<file path="src/rtl/clk_reset_seq.sv">
// Power-on reset sequencer: holds resetn low until pll_locked has been stable, re-arms on lock loss or button.
// Optional macro CLK_RESET_SEQ_BTN_DEBOUNCE_EN adds a debounce counter in front of the button event.
module clk_reset_seq #(
    parameter int unsigned STABLE_CYCLES   = 1024,
    parameter int unsigned DEBOUNCE_CYCLES = 100000
) (
    input  logic       clk,
    input  logic       reset,
    input  logic       pll_locked,
    input  logic       btn,
    output logic       resetn,
    output logic       lock_lost,
    output logic [7:0] lock_loss_count,
    output logic [1:0] state
);
    localparam int unsigned CNT_W = 16;
    localparam logic [CNT_W-1:0] CNT_LAST = CNT_W'(STABLE_CYCLES - 1);

    typedef enum logic [1:0] {
        WAIT_LOCK = 2'd0,
        STABLE    = 2'd1,
        RUN       = 2'd2
    } fsm_t;

    fsm_t             fsm;
    logic [CNT_W-1:0] stable_cnt;
    logic             locked_m;
    logic             locked_s;
    logic             btn_m;
    logic             btn_s;
    logic             btn_event;

    // Two-flop synchronizers for the asynchronous inputs
    always_ff @(posedge clk or posedge reset) begin
        if (reset) begin
            locked_m <= 1'b0;
            locked_s <= 1'b0;
            btn_m    <= 1'b0;
            btn_s    <= 1'b0;
        end else begin
            locked_m <= pll_locked;
            locked_s <= locked_m;
            btn_m    <= btn;
            btn_s    <= btn_m;
        end
    end

`ifdef CLK_RESET_SEQ_BTN_DEBOUNCE_EN
    localparam int unsigned DEB_W = $clog2(DEBOUNCE_CYCLES + 1);
    localparam logic [DEB_W-1:0] DEB_LAST = DEB_W'(DEBOUNCE_CYCLES - 1);
    localparam logic [DEB_W-1:0] DEB_MAX  = DEB_W'(DEBOUNCE_CYCLES);

    logic [DEB_W-1:0] deb_cnt;

    // Counter parks at DEB_MAX so a held button yields a single event
    always_ff @(posedge clk or posedge reset) begin
        if (reset) begin
            deb_cnt <= '0;
        end else if (!btn_s) begin
            deb_cnt <= '0;
        end else if (deb_cnt != DEB_MAX) begin
            deb_cnt <= deb_cnt + DEB_W'(1);
        end
    end

    assign btn_event = btn_s && (deb_cnt == DEB_LAST);
`else
    logic btn_s_prev;

    always_ff @(posedge clk or posedge reset) begin
        if (reset) begin
            btn_s_prev <= 1'b0;
        end else begin
            btn_s_prev <= btn_s;
        end
    end

    assign btn_event = btn_s & ~btn_s_prev;

    // Debounce length has no role without the debounce counter
    if (DEBOUNCE_CYCLES == 0) begin : g_no_debounce
    end
`endif

    // Sequencer FSM; lock loss in RUN takes priority over a button event
    always_ff @(posedge clk or posedge reset) begin
        if (reset) begin
            fsm             <= WAIT_LOCK;
            stable_cnt      <= '0;
            resetn          <= 1'b0;
            lock_lost       <= 1'b0;
            lock_loss_count <= '0;
        end else begin
            case (fsm)
                WAIT_LOCK: begin
                    stable_cnt <= '0;
                    resetn     <= 1'b0;
                    if (locked_s) begin
                        fsm <= STABLE;
                    end
                end
                STABLE: begin
                    resetn <= 1'b0;
                    if (!locked_s) begin
                        fsm        <= WAIT_LOCK;
                        stable_cnt <= '0;
                    end else if (stable_cnt == CNT_LAST) begin
                        fsm        <= RUN;
                        stable_cnt <= '0;
                        resetn     <= 1'b1;
                    end else begin
                        stable_cnt <= stable_cnt + CNT_W'(1);
                    end
                end
                RUN: begin
                    if (!locked_s) begin
                        fsm       <= WAIT_LOCK;
                        resetn    <= 1'b0;
                        lock_lost <= 1'b1;
                        if (lock_loss_count != 8'd255) begin
                            lock_loss_count <= lock_loss_count + 8'd1;
                        end
                    end else if (btn_event) begin
                        fsm        <= STABLE;
                        stable_cnt <= '0;
                        resetn     <= 1'b0;
                    end
                end
                default: begin
                    fsm        <= WAIT_LOCK;
                    stable_cnt <= '0;
                    resetn     <= 1'b0;
                end
            endcase
        end
    end

    assign state = fsm;

endmodule

</file>
<file path="config.mk">
export PLATFORM = sky130hd
export DESIGN_NAME = clk_reset_seq
export DESIGN_NICKNAME = d
export VERILOG_FILES = /design/src/rtl/clk_reset_seq.sv
export SDC_FILE = /design/constraint.sdc
export NUM_CORES = 1
export LEC_CHECK = 0
export CAP_MARGIN = 20
export CORE_MARGIN = 3
export CORE_UTILIZATION = 45
export DETAILED_ROUTE_END_ITERATION = 6
export DONT_BUFFER_PORTS = 1
export PLACE_DENSITY = 0.72
export SLEW_MARGIN = 10
export SYNTH_ARGS = -nofsm -noshare
export SYNTH_HDL_FRONTEND = slang
export SYNTH_SLANG_ARGS = --single-unit
</file>
<file path="constraint.sdc">
create_clock -name clk -period 1.8 [get_ports clk]
set_input_delay 0.09 -clock clk [delete_from_list [all_inputs] [get_ports clk]]
set_output_delay 0.09 -clock clk [all_outputs]
set_load 0.005 [all_outputs]
</file>
# Yosys cells after proc, flatten, opt, wreduce, memory -nomap -nowiden
# Cells that the tools add are included.
# totals
regBits	33
input_bits	4
word_cells	45
# classes
add_sub_neg	2
eq_ne	9
bitwise_logic	3
reduce_logical	5
n_mux	16
# ops
op	count
$mux W16	4
$pmux W16 S2	1
$add A16 B1 Y16 const B	1
$eq A16 B10 Y1 const B	1
$mux W2	5
$add A8 B1 Y8 const B	1
$ne A8 B8 Y1 const B	1
$ne A2 B2 Y1 const B	3
$ne A3 B3 Y1 const B	2
$pmux W2 S3	1
$reduce_and A3 Y1	2
$mux W1	4
$reduce_and A2 Y1	2
$eq A2 B1 Y1 const B	1
$eq A2 B2 Y1 const B	1
$logic_not A2 Y1	1
$not A1 Y1	2
$pmux W1 S2	1
$and A1 B1 Y1	1

# Logic depth before layout (Yosys ltp)
# logic_depth
ltp_word	5
mapped_depth	6

# Worst setup path after synthesis
# No wires, ideal clock.
# synth_timing
path_kind	register -> register
start	reg stable_cnt[0]
end	reg stable_cnt[3]
setup_ps	133
synth_period_minus_slack_ps	1627
arrival_ps	1494
slack_ps	173
path_buffers	0
path_stages_with_launch	6
cell_sequence	dfrtp_1 -> ha_1 -> nor4bb_1 -> nand4_1 -> a21oi_2 -> nor2_1
# synth_between
elab_chain_len	4
# synth_rtl
item	line	source
start, declared	26	logic [CNT_W-1:0] stable_cnt;
start signal, assigned	112	stable_cnt <= stable_cnt + CNT_W'(1);
$add A16 B1 Y16 / $eq A16 B10 Y1 (equally long branches)	112, 107	
$mux W16 *	107	end else if (stable_cnt == CNT_LAST) begin
$mux W16 *	104	if (!locked_s) begin
$pmux W16 S2 *	94	case (fsm)
# Every way passes the cells marked *; elsewhere a longest branch is shown, timed or not.
# A chain may end at the register's enable or synchronous reset.

# Worst setup path in the final report
# layout_timing
start	reg stable_cnt[0]
end	reg fsm[0] (netlist: state[0])
# layout_between
elab_chain_len	3
# layout_rtl
item	line	source
$eq A16 B10 Y1	107	
$ne A3 B3 Y1 (no line)	-	
$reduce_and A3 Y1 (no line)	-	
end signal, assigned	105	fsm <= WAIT_LOCK;
end signal, assigned	108	fsm <= RUN;
end signal, assigned	117	fsm <= WAIT_LOCK;
end, declared	25	fsm_t fsm;
# No other way between the ends.

==> metrics.md <==
| Metric | Value |
|---|---|
| Status | finished, final reports clean |
| FF-to-FF path depth | 6 |
| Reg area | 826 µm² |
| Global-route wire length before repair | 5090 µm |
| Avg WL per Cell | 14.2 µm |
| Hold Vio Cnt, Final | 0 |
| Area occupied by multi-input gates | 718 µm² |
| Max transition margin | 0.657 |
| Hold_ws | 0.267 ns |
| Ys flop type | dfrtp_1 |
| Max-cap violation count | 0 |
| Share of total power in the clock network | 0.405 |
| RSZ-0062 raised after global routing | false |
| Synthesis-stage register bit count | 33 |
| Final WL | 2960 µm |
| Internal power | 1.07 mW |
| Core area | 3180 µm² |
| Final core utilization | 0.564 |
| Mapped Avg Cell Area | 10.6 µm² |
| Post-Synthesis Cell Area | 1560 µm² |
| Crit path buf inv count | 1 |
| Initial drt markers | 65 |
| Die area | 4210 µm² |
| Final setup TNS | 0 ns |
| Critical path type | register to register |
| Final setup fails | 0 |
| Row count | 20 |
| Max-slew violations | 0 |
| Layout Nets | 169 |
| Antenna diodes | 0 |
| Worst Setup Start Kind | register |
| GRT Resource Usage Total | 0.163 |
| Clock sink total | 33 |
| Via count | 1,164 |
| I/O Buffers | 0 |
| Min-delay worst type | primary input to async pin |
| Starting density of the core | 0.491 |
| Largest net degree at the start of global routing | 34 |
| DR pass1 iterations | 4 |
| Hpwl dp | 2200 µm |
| Share of the synthesized area in the top cell type | 0.529 |
| Ys Warns | 0 |
| Antenna viol nets, final | 0 |
| Yosys cell types | 41 |
| Die H | 64.9 µm |
| Pwr Total | 1.39 mW |
| DRC viols | 0 |
| CP delay by family, top | simple AND/OR/NAND/NOR gates |
| Number of enable flip-flop cells after synthesis | 0 |
| Share of cells above drive strength 1 | 0.159 |
| CP max stage delay | 0.42 ns |
| Critical path's slowest cell | dfrtp_1 |
| Synth top cells by count | dfrtp_1 (33), nand2_1 (15), o21ai_0 (10) |
| Filler cells | 305 |
| Comb power frac | 0.044 |
| Max Freq | 0.599 GHz |
| Worst Clk Skew | 0.00928 ns |
| Syn nets | 153 |
| Switching share of power | 0.232 |
| Area grow syn2layout | 14.7% |
| Final period utilization | 0.928 |
| Vias per inst | 5.60 |
| CP Capture Type | register |
| Crit Path Max Fanout | 5 |
| Top post-synthesis cells by area | dfrtp_1 (53%), xnor2_1 (5.0%), nand2_1 (3.6%) |
| Tmin final | 1.67 ns |
| Initial antenna violation count | 0 |
| CTS root buf | clkbuf_4 |
| TritonCTS clock tree | yes |
| H-tree depth | 2 |
| Critical path depth in cells | 6 |
| Placer Congestion | 0.863 |
| Register area share after synthesis | 0.529 |
| Ports | 16 |
| Clock slew at reported path FFs | 0.11 ns |
| Biggest area consumer among synthesized cells | dfrtp_1 |
| Worst slew pin tran | 0.501 ns |
| Synth Instances | 147 |
| Reg power frac | 0.551 |
| Peak VDD IR | 621 µV |
| Vias in the first global route | 1,103 |
| Leak | 0.754 nW |
| Chip width | 64.9 µm |
| Pwr/cell area | 778 nW/µm² |
| Overflow after GRT | 0 |
| Switching Power | 0.324 mW |
| Worst path required time | 2.01 ns |
| Worst skew pair latency | 0.34 ns |
| CP arrival | 1.88 ns |
| Cell with the most instances after synthesis | dfrtp_1 |
| Crit-path cells | ha_1 > nor4bb_2 > nand4_1 > buf_4 > nand2_1 > o21ai_0 |
| CTS Buf Count | 5 |
| CTS max path bufs | 2 |
| Async SR Flop Fraction | 1.00 |
==> sequential cells by signal (all words and copies together) (netlist names) <==
name	flops
btn_m	1
btn_s	1
lock_lost	1
resetn	1
locked_m	1
locked_s	1
stable_cnt	16
lock_loss_count	8
btn_s_prev	1
state	2
==> worst min-delay path, cell delays in order <==
cell,delay (ns)
dlygate4sd3_1,0.54
inv_1,0.05
buf_4,0.35
==> power by group through the flow <==
stage	registers, mW	logic (mW)	clock network (mW)
final	0.768	0.0619	0.565
after global routing	0.770	0.0703	0.631
after CTS	0.768	0.0628	0.582
after detailed placement	0.782	0.0574	0
after global placement	0.781	0.0559	0
after floorplan	0.778	0.0373	0
==> area by class of cell <==
cell class	instances	share of cell area
clock buffer	5	0.0209
clock inverter	3	0.0258
inverter	3	0.00628
multi-input combinational	108	0.401
sequential	33	0.461
tap	44	0.0307
timing repair buffer	12	0.0545
==> placed cells by master (no fill, tap or decap), types with 3 or more instances in the layout <==
cell type,synthesis,routed
dfrtp_1,33,33
nand2_1,15,15
o21ai_0,10,10
xnor2_1,9,9
buf_4,1,9
a21oi_1,8,8
nand3_1,6,6
nor2_1,6,5
clkbuf_4,0,5
and3_1,4,4
nand2b_1,4,4
nand4_1,4,4
or3_1,4,4
nor3b_1,3,3
inv_1,3,3
dlygate4sd3_1,0,3
==> cells by family (layout without fill, tap and decap cells) <==
kind of cell	Yosys count	after routing	synth area share
AO/OA/AOI/OAI	33	33	0.137
XOR/XNOR	11	11	0.0617
adder cells (fa/ha/maj)	2	2	0.0160
buffers and inverters	6	23	0.0168
flip-flops	33	33	0.529
multiplexers	1	1	0.00721
AND/OR/NAND/NOR	61	61	0.232
==> layer usage <==
metal  GRT usage  vias to the layer above  share of wire  wire length, µm
li1            -                      574              -                -
met1       0.188                      563           0.45             1320
met2       0.264                       22           0.48             1430
met3      0.0659                        5          0.052              153
met4      0.0739                        0          0.019               55
met5           0                        -              0                0
==> metrics by stage <==
step / cell area (µm²) / setup slack, ns / std cells
2_1_floorplan: 1560 / 0.173 / 147
3_3_place_gp: 1670 / 0.175 / 197
3_5_place_dp: 1670 / 0.124 / 197
4_1_cts: 1780 / 0.0756 / 208
5_1_grt: 1790 / 0.00982 / 208
6_report: 1790 / 0.130 / 208
==> final timing paths <==
| path | from | end | slack [ns] |
|---|---|---|---|
| max | stable_cnt[0] | state[0] | 0.13 |
| min | reset | stable_cnt[5] | 0.27 |
| max reg2reg | stable_cnt[0] | state[0] | 0.13 |
| min in group clk | pll_locked | locked_m | 0.29 |
| max in group asynchronous | reset | lock_loss_count[2] | 1.25 |
| min reg2reg | btn_m | btn_s | 0.36 |
==> timing repair <==
item	in CTS	in global routing
resized for setup	0	2
setup buffers	0	0
endpoints found under the setup margin	0	8
hold endpoints to repair	35	0
hold buffers	3	0
No activity file was read; power rests on OpenSTA's default activity.
